[src/rtl/acl_axis_filter.sv]
//==============================================================================
// Module   : acl_axis_filter
// Purpose  : Per-axis moving-average post-processor for packed accelerometer
//            samples, with pass-through / average / dead-zone / freeze modes.
// Revision : 1.0 - initial release
//==============================================================================
`default_nettype none

module acl_axis_filter #(
    parameter int CH         = 3,
    parameter int W          = 5,
    parameter int LOG2_DEPTH = 2,
    parameter int DEADZONE   = 1
) (
    input  logic                CLK100MHZ,
    input  logic                reset,
    input  logic                in_valid,
    input  logic [CH*W-1:0]     in_data,
    input  logic [1:0]          mode,
    output logic                out_valid,
    output logic [CH*W-1:0]     out_data,
    output logic [2*CH-1:0]     out_dir,
    output logic                fill_done
);

    localparam int DEPTH = 2 ** LOG2_DEPTH;
    localparam int SW    = W + LOG2_DEPTH;

    localparam logic [1:0]              c_mode_pass   = 2'd0;
    localparam logic [1:0]              c_mode_avg    = 2'd1;
    localparam logic [1:0]              c_mode_dz     = 2'd2;
    localparam logic [1:0]              c_mode_freeze = 2'd3;
    localparam logic [LOG2_DEPTH:0]     c_depth       = (LOG2_DEPTH + 1)'(DEPTH);
    localparam logic [LOG2_DEPTH:0]     c_last        = (LOG2_DEPTH + 1)'(DEPTH - 1);
    localparam logic signed [W-1:0]     c_dz_pos      = W'(DEADZONE);
    localparam logic signed [W-1:0]     c_dz_neg      = -c_dz_pos;

    logic [LOG2_DEPTH-1:0]  r_ptr;
    logic [LOG2_DEPTH:0]    r_cnt;

    logic                   r_s1_valid;
    logic                   r_s1_full;
    logic [CH*W-1:0]        r_s1_raw;

    logic                   r_s2_seen;
    logic                   r_s2_valid;
    logic                   r_s2_full;
    logic [CH*W-1:0]        r_s2_data;

    logic                   r_out_valid;
    logic [CH*W-1:0]        r_out_data;
    logic [2*CH-1:0]        r_out_dir;
    logic                   r_fill;

    logic [CH*W-1:0]        w_sel;
    logic [2*CH-1:0]        w_dir;

    // Shared write pointer and saturating accepted-sample count
    always_ff @(posedge CLK100MHZ or posedge reset) begin
        if (reset) begin
            r_ptr      <= '0;
            r_cnt      <= '0;
            r_s1_valid <= 1'b0;
            r_s1_full  <= 1'b0;
            r_s1_raw   <= '0;
        end else begin
            r_s1_valid <= in_valid;
            if (in_valid) begin
                r_ptr     <= r_ptr + 1'b1;
                r_s1_raw  <= in_data;
                r_s1_full <= (r_cnt >= c_last);
                if (r_cnt != c_depth) begin
                    r_cnt <= r_cnt + 1'b1;
                end
            end
        end
    end

    generate
        for (genvar k = 0; k < CH; k++) begin : g_ch
            logic signed [W-1:0]  r_hist [DEPTH];
            logic signed [SW-1:0] r_sum;
            logic signed [W-1:0]  w_new;
            logic signed [W-1:0]  w_old;
            logic signed [W-1:0]  w_raw;
            logic signed [W-1:0]  w_avg;
            logic                 w_dead;

            assign w_new  = in_data[k*W +: W];
            assign w_old  = r_hist[r_ptr];
            assign w_raw  = r_s1_raw[k*W +: W];
            // Sum is wide enough that the shifted result always fits W bits
            assign w_avg  = W'(r_sum >>> LOG2_DEPTH);
            assign w_dead = (w_avg >= c_dz_neg) && (w_avg <= c_dz_pos);

            always_ff @(posedge CLK100MHZ or posedge reset) begin
                if (reset) begin
                    for (int i = 0; i < DEPTH; i++) begin
                        r_hist[i] <= '0;
                    end
                    r_sum <= '0;
                end else if (in_valid) begin
                    r_hist[r_ptr] <= w_new;
                    r_sum         <= r_sum + SW'(w_new) - SW'(w_old);
                end
            end

            always_comb begin
                w_sel[k*W +: W] = w_avg;
                case (mode)
                    c_mode_pass: w_sel[k*W +: W] = w_raw;
                    c_mode_avg:  w_sel[k*W +: W] = w_avg;
                    c_mode_dz:   w_sel[k*W +: W] = w_dead ? '0 : w_avg;
                    default:     w_sel[k*W +: W] = w_avg;
                endcase
            end
        end
    endgenerate

    // Stage 2: mode is sampled here; freeze suppresses the output strobe only
    always_ff @(posedge CLK100MHZ or posedge reset) begin
        if (reset) begin
            r_s2_seen  <= 1'b0;
            r_s2_valid <= 1'b0;
            r_s2_full  <= 1'b0;
            r_s2_data  <= '0;
        end else begin
            r_s2_seen  <= r_s1_valid;
            r_s2_valid <= r_s1_valid && (mode != c_mode_freeze);
            if (r_s1_valid) begin
                r_s2_full <= r_s1_full;
                r_s2_data <= w_sel;
            end
        end
    end

    always_comb begin
        w_dir = '0;
        for (int k = 0; k < CH; k++) begin
            w_dir[2*k]     = !r_s2_data[k*W + W - 1] && (r_s2_data[k*W +: W] != '0);
            w_dir[2*k + 1] = r_s2_data[k*W + W - 1];
        end
    end

    always_ff @(posedge CLK100MHZ or posedge reset) begin
        if (reset) begin
            r_out_valid <= 1'b0;
            r_out_data  <= '0;
            r_out_dir   <= '0;
            r_fill      <= 1'b0;
        end else begin
            r_out_valid <= r_s2_valid;
            if (r_s2_valid) begin
                r_out_data <= r_s2_data;
                r_out_dir  <= w_dir;
            end
            if (r_s2_seen && r_s2_full) begin
                r_fill <= 1'b1;
            end
        end
    end

    assign out_valid = r_out_valid;
    assign out_data  = r_out_data;
    assign out_dir   = r_out_dir;
    assign fill_done = r_fill;

endmodule

`default_nettype wire

[config.mk]
export PLATFORM = sky130hd
export DESIGN_NAME = acl_axis_filter
export DESIGN_NICKNAME = d
export VERILOG_FILES = /design/src/rtl/acl_axis_filter.sv
export SDC_FILE = /design/constraint.sdc
export NUM_CORES = 1
export LEC_CHECK = 0
export CORE_MARGIN = 2
export CORE_UTILIZATION = 65
export DETAILED_ROUTE_END_ITERATION = 10
export PLACE_DENSITY = 0.86
export SLEW_MARGIN = 5
export SYNTH_ARGS = -nofsm -noshare
export SYNTH_HDL_FRONTEND = slang
export SYNTH_SLANG_ARGS = --single-unit
[constraint.sdc]
create_clock -name CLK100MHZ -period 6.6 [get_ports CLK100MHZ]
set_clock_uncertainty 0.2 [all_clocks]
set_input_delay 0.66 -clock CLK100MHZ [delete_from_list [all_inputs] [get_ports CLK100MHZ]]
set_output_delay 0.66 -clock CLK100MHZ [all_outputs]
set_load 0.03 [all_outputs]
==> impl_results.md <==
* Number of H-tree levels at 4
* Hold-fix buffer count after cts at 0
* Number of detailed-routing iterations run before antenna repair at 5
* Crit path time final at 3.85 ns
* Die width at about 110 microns
* Max-slew violation count at 0
* Syn-to-layout area delta at 14.9%
* Post-Syn Instances at 685
* Number of global-route vias before repair at 5543
* Largest cells by area after synthesis: dfrtp_1 (48%), mux2_2 (6.2%), ha_1 (5.8%), fa_1 (4.9%), mux4_2 (4.6%)
* Placer's final routability congestion estimate at 0.916
* Number of core rows at 38
* Effective utilization at floorplan at 0.672
* Clock latency of the later-clocked register in the worst-skew pair at 0.53 ns
* Number of setup buffers added after CTS at 0
* Die Outline Area at 0.0121 sq mm
* FF+latch count, synth at 141
* Depth of the worst register-to-register path at 9
* CTS sink cnt at 141
* Leftover overflow at the end of global routing at 0
* Post-layout nets at 790
* Most common cell in the netlist: dfrtp_1
* Routed via count at 5337
* Wire length of the first global-routing pass at 26700 microns
* Core Box Area at roughly 0.011 sq mm
* Fill cells at 595
* Hpwl dp at approximately 10000 microns
* Relative slew slack at 0.254
* Reported max-cap violation count at 0
* Ys flop type: dfrtp_1
* Library cells used by synthesis at 42
* F_max at 0.260 GHz
* Kind of critical path: reg -> reg
* Largest net degree at the start of global routing at 77
* Post-route fraction of the period consumed by the critical path at 0.584
* Sequential area share after synthesis at 0.482
* Slew of the pin with the lowest slew margin at 1.12 ns
* Setup TNS at 0 ns
* Data required time of the critical path at 6.80 ns
* Post-DR wirelength/cell at 18.3 microns
* Instance count along the most critical hold path at 1
* Top-level I/O count at 43
* 1st-iter DRT viols at 474
* Die outline height at 110 microns
* Deepest clock path buffer count at 2
* Mapped cell area at 0.00731 sq mm
* Total wire length at 15900 microns
* ANT nets after route at 0
* Port-buffer cells at 42
* Data arrival time of the critical path at 4.06 ns
* Mean instance size in the synthesized netlist at 10.7 sq um
* Post-CTS Resized at 0
* Cell at the root of the clock tree: clkbuf_8
* Clock edge transition at the registers on the reported setup and hold paths at 0.06 ns
* TritonCTS Buffers at 17
* Fraction of final layout cells with drive strength greater than 1 at 0.129
* Cell type with the highest aggregate area in the netlist: dfrtp_1
* Number of nets in the synthesized netlist at roughly 760
* Sort of element at the start of the critical path: register
* # diodes at 0
* Via density per instance at 6.13
* Most frequent cells after synthesis: dfrtp_1 (141), nand2_1 (87), inv_1 (79), o21ai_0 (57), nor2_1 (43)
* GRT Util Overall at 0.291
* Fraction of the core area covered by cells at the end of the flow at 0.772
* Kind of path behind the tightest hold check: reg -> reg
* Share of the synthesized area in the top cell type at 0.482
* CP Capture Type: register
* # setup viols final at 0
* CTS tree: built
* Outcome: complete, no violations
* Unrepaired setup endpoints after global routing: false
* Fraction of synthesis flops using an asynchronous set or reset pin at 1.00
* Hold Violations, Final at 0
* Initial antenna violation count at 0
* Remaining DRCs at 0
* Total number of yosys warnings at 0
* Number of enable-type register cells in the synthesized netlist at 0
* Largest driver fanout on the critical path at 19
==> layout by cell type, fill, tap and decap left out, types with 4 or more instances in the layout <==
cell             instances
a211oi_1                 7
a21o_1                   8
a21oi_1                 28
a221oi_1                12
bufinv_16                4
clkbuf_16               16
clkdlybuf4s50_1         41
dfrtp_1                141
fa_1                    18
ha_1                    34
inv_1                   78
mux2_1                   6
mux2_2                  40
mux2i_1                  6
mux4_2                  15
nand2_1                 87
nor2_1                  43
nor2b_1                  5
nor3_1                   5
o21ai_0                 57
o21ai_1                 11
xnor2_1                  9
xor2_1                   8
==> cell families after synthesis <==
family | after synthesis | share of synthesized area
flip-flops | 141 | 0.482
adder cells (fa/ha/maj) | 52 | 0.107
AO/OA/AOI/OAI | 142 | 0.116
AND/OR/NAND/NOR | 155 | 0.0879
XOR/XNOR | 17 | 0.0204
buffers and inverters | 111 | 0.0606
multiplexers | 67 | 0.125
==> metal layers <==
metal	part of all wire	global-route usage
met1	0.40	0.361
met2	0.51	0.501
met3	0.061	0.0664
met4	0.025	0.108
met5	0	0
==> state kept, by name, indices dropped and copies added (netlist names), 2 cells and up <==
| register | count |
|---|---|
| g_ch.r_hist | 60 |
| out_dir | 6 |
| r_ptr | 2 |
| r_s1_raw | 15 |
| r_s2_data | 15 |
| r_cnt | 3 |
| out_data | 12 |
| g_ch.r_sum | 21 |
==> area by class of cell <==
cell class	instances	area (sq um)	area share
clock inverter	10	163	0.0194
inverter	80	305	0.0363
tap	140	175	0.0208
clock buffer	22	453	0.0539
sequential	141	3530	0.420
timing repair buffer	45	438	0.0521
multi-input combinational	433	3340	0.398
==> stage by stage <==
stage          setup WS, ns  std cells  cell area, sq um  hold WS, ns
6_report               2.75        871              8410        0.259
5_1_grt                2.50        871              8410        0.286
4_1_cts                2.69        871              8410        0.261
3_5_place_dp           2.74        839              7790        0.251
3_3_place_gp           2.81        839              7790        0.244
2_1_floorplan          1.96        685              7310        0.152
==> path summary, 6_finish.rpt <==
| path | startpoint | to | slack (ns) |
|---|---|---|---|
| min | fill_done$_DFFE_PP0P_ | fill_done$_DFFE_PP0P_ | 0.26 |
| max in group asynchronous | reset | g_ch[2].r_hist[6]$_DFFE_PP0P_ | 4.46 |
| max reg2reg | r_ptr[0]$_DFFE_PP0P_ | g_ch[0].r_sum[6]$_DFFE_PP0P_ | 2.75 |
| max | r_ptr[0]$_DFFE_PP0P_ | g_ch[0].r_sum[6]$_DFFE_PP0P_ | 2.75 |
| min reg2reg | fill_done$_DFFE_PP0P_ | fill_done$_DFFE_PP0P_ | 0.26 |
| min in group asynchronous | reset | fill_done$_DFFE_PP0P_ | 0.43 |
==> worst max-delay path, stage by stage, from the launching register on <==
cell      delay [ns]
dfrtp_1         1.08
mux4_2          0.64
fa_1            0.51
inv_1           0.07
fa_1            0.47
a211oi_1        0.25
nor2_1          0.10
mux2i_1         0.16
a21oi_1         0.07
xnor2_1         0.17
Power is left out: the tool's default activity adds up to more than one toggle a clock period on the data nets, which glitch-free logic cannot reach.
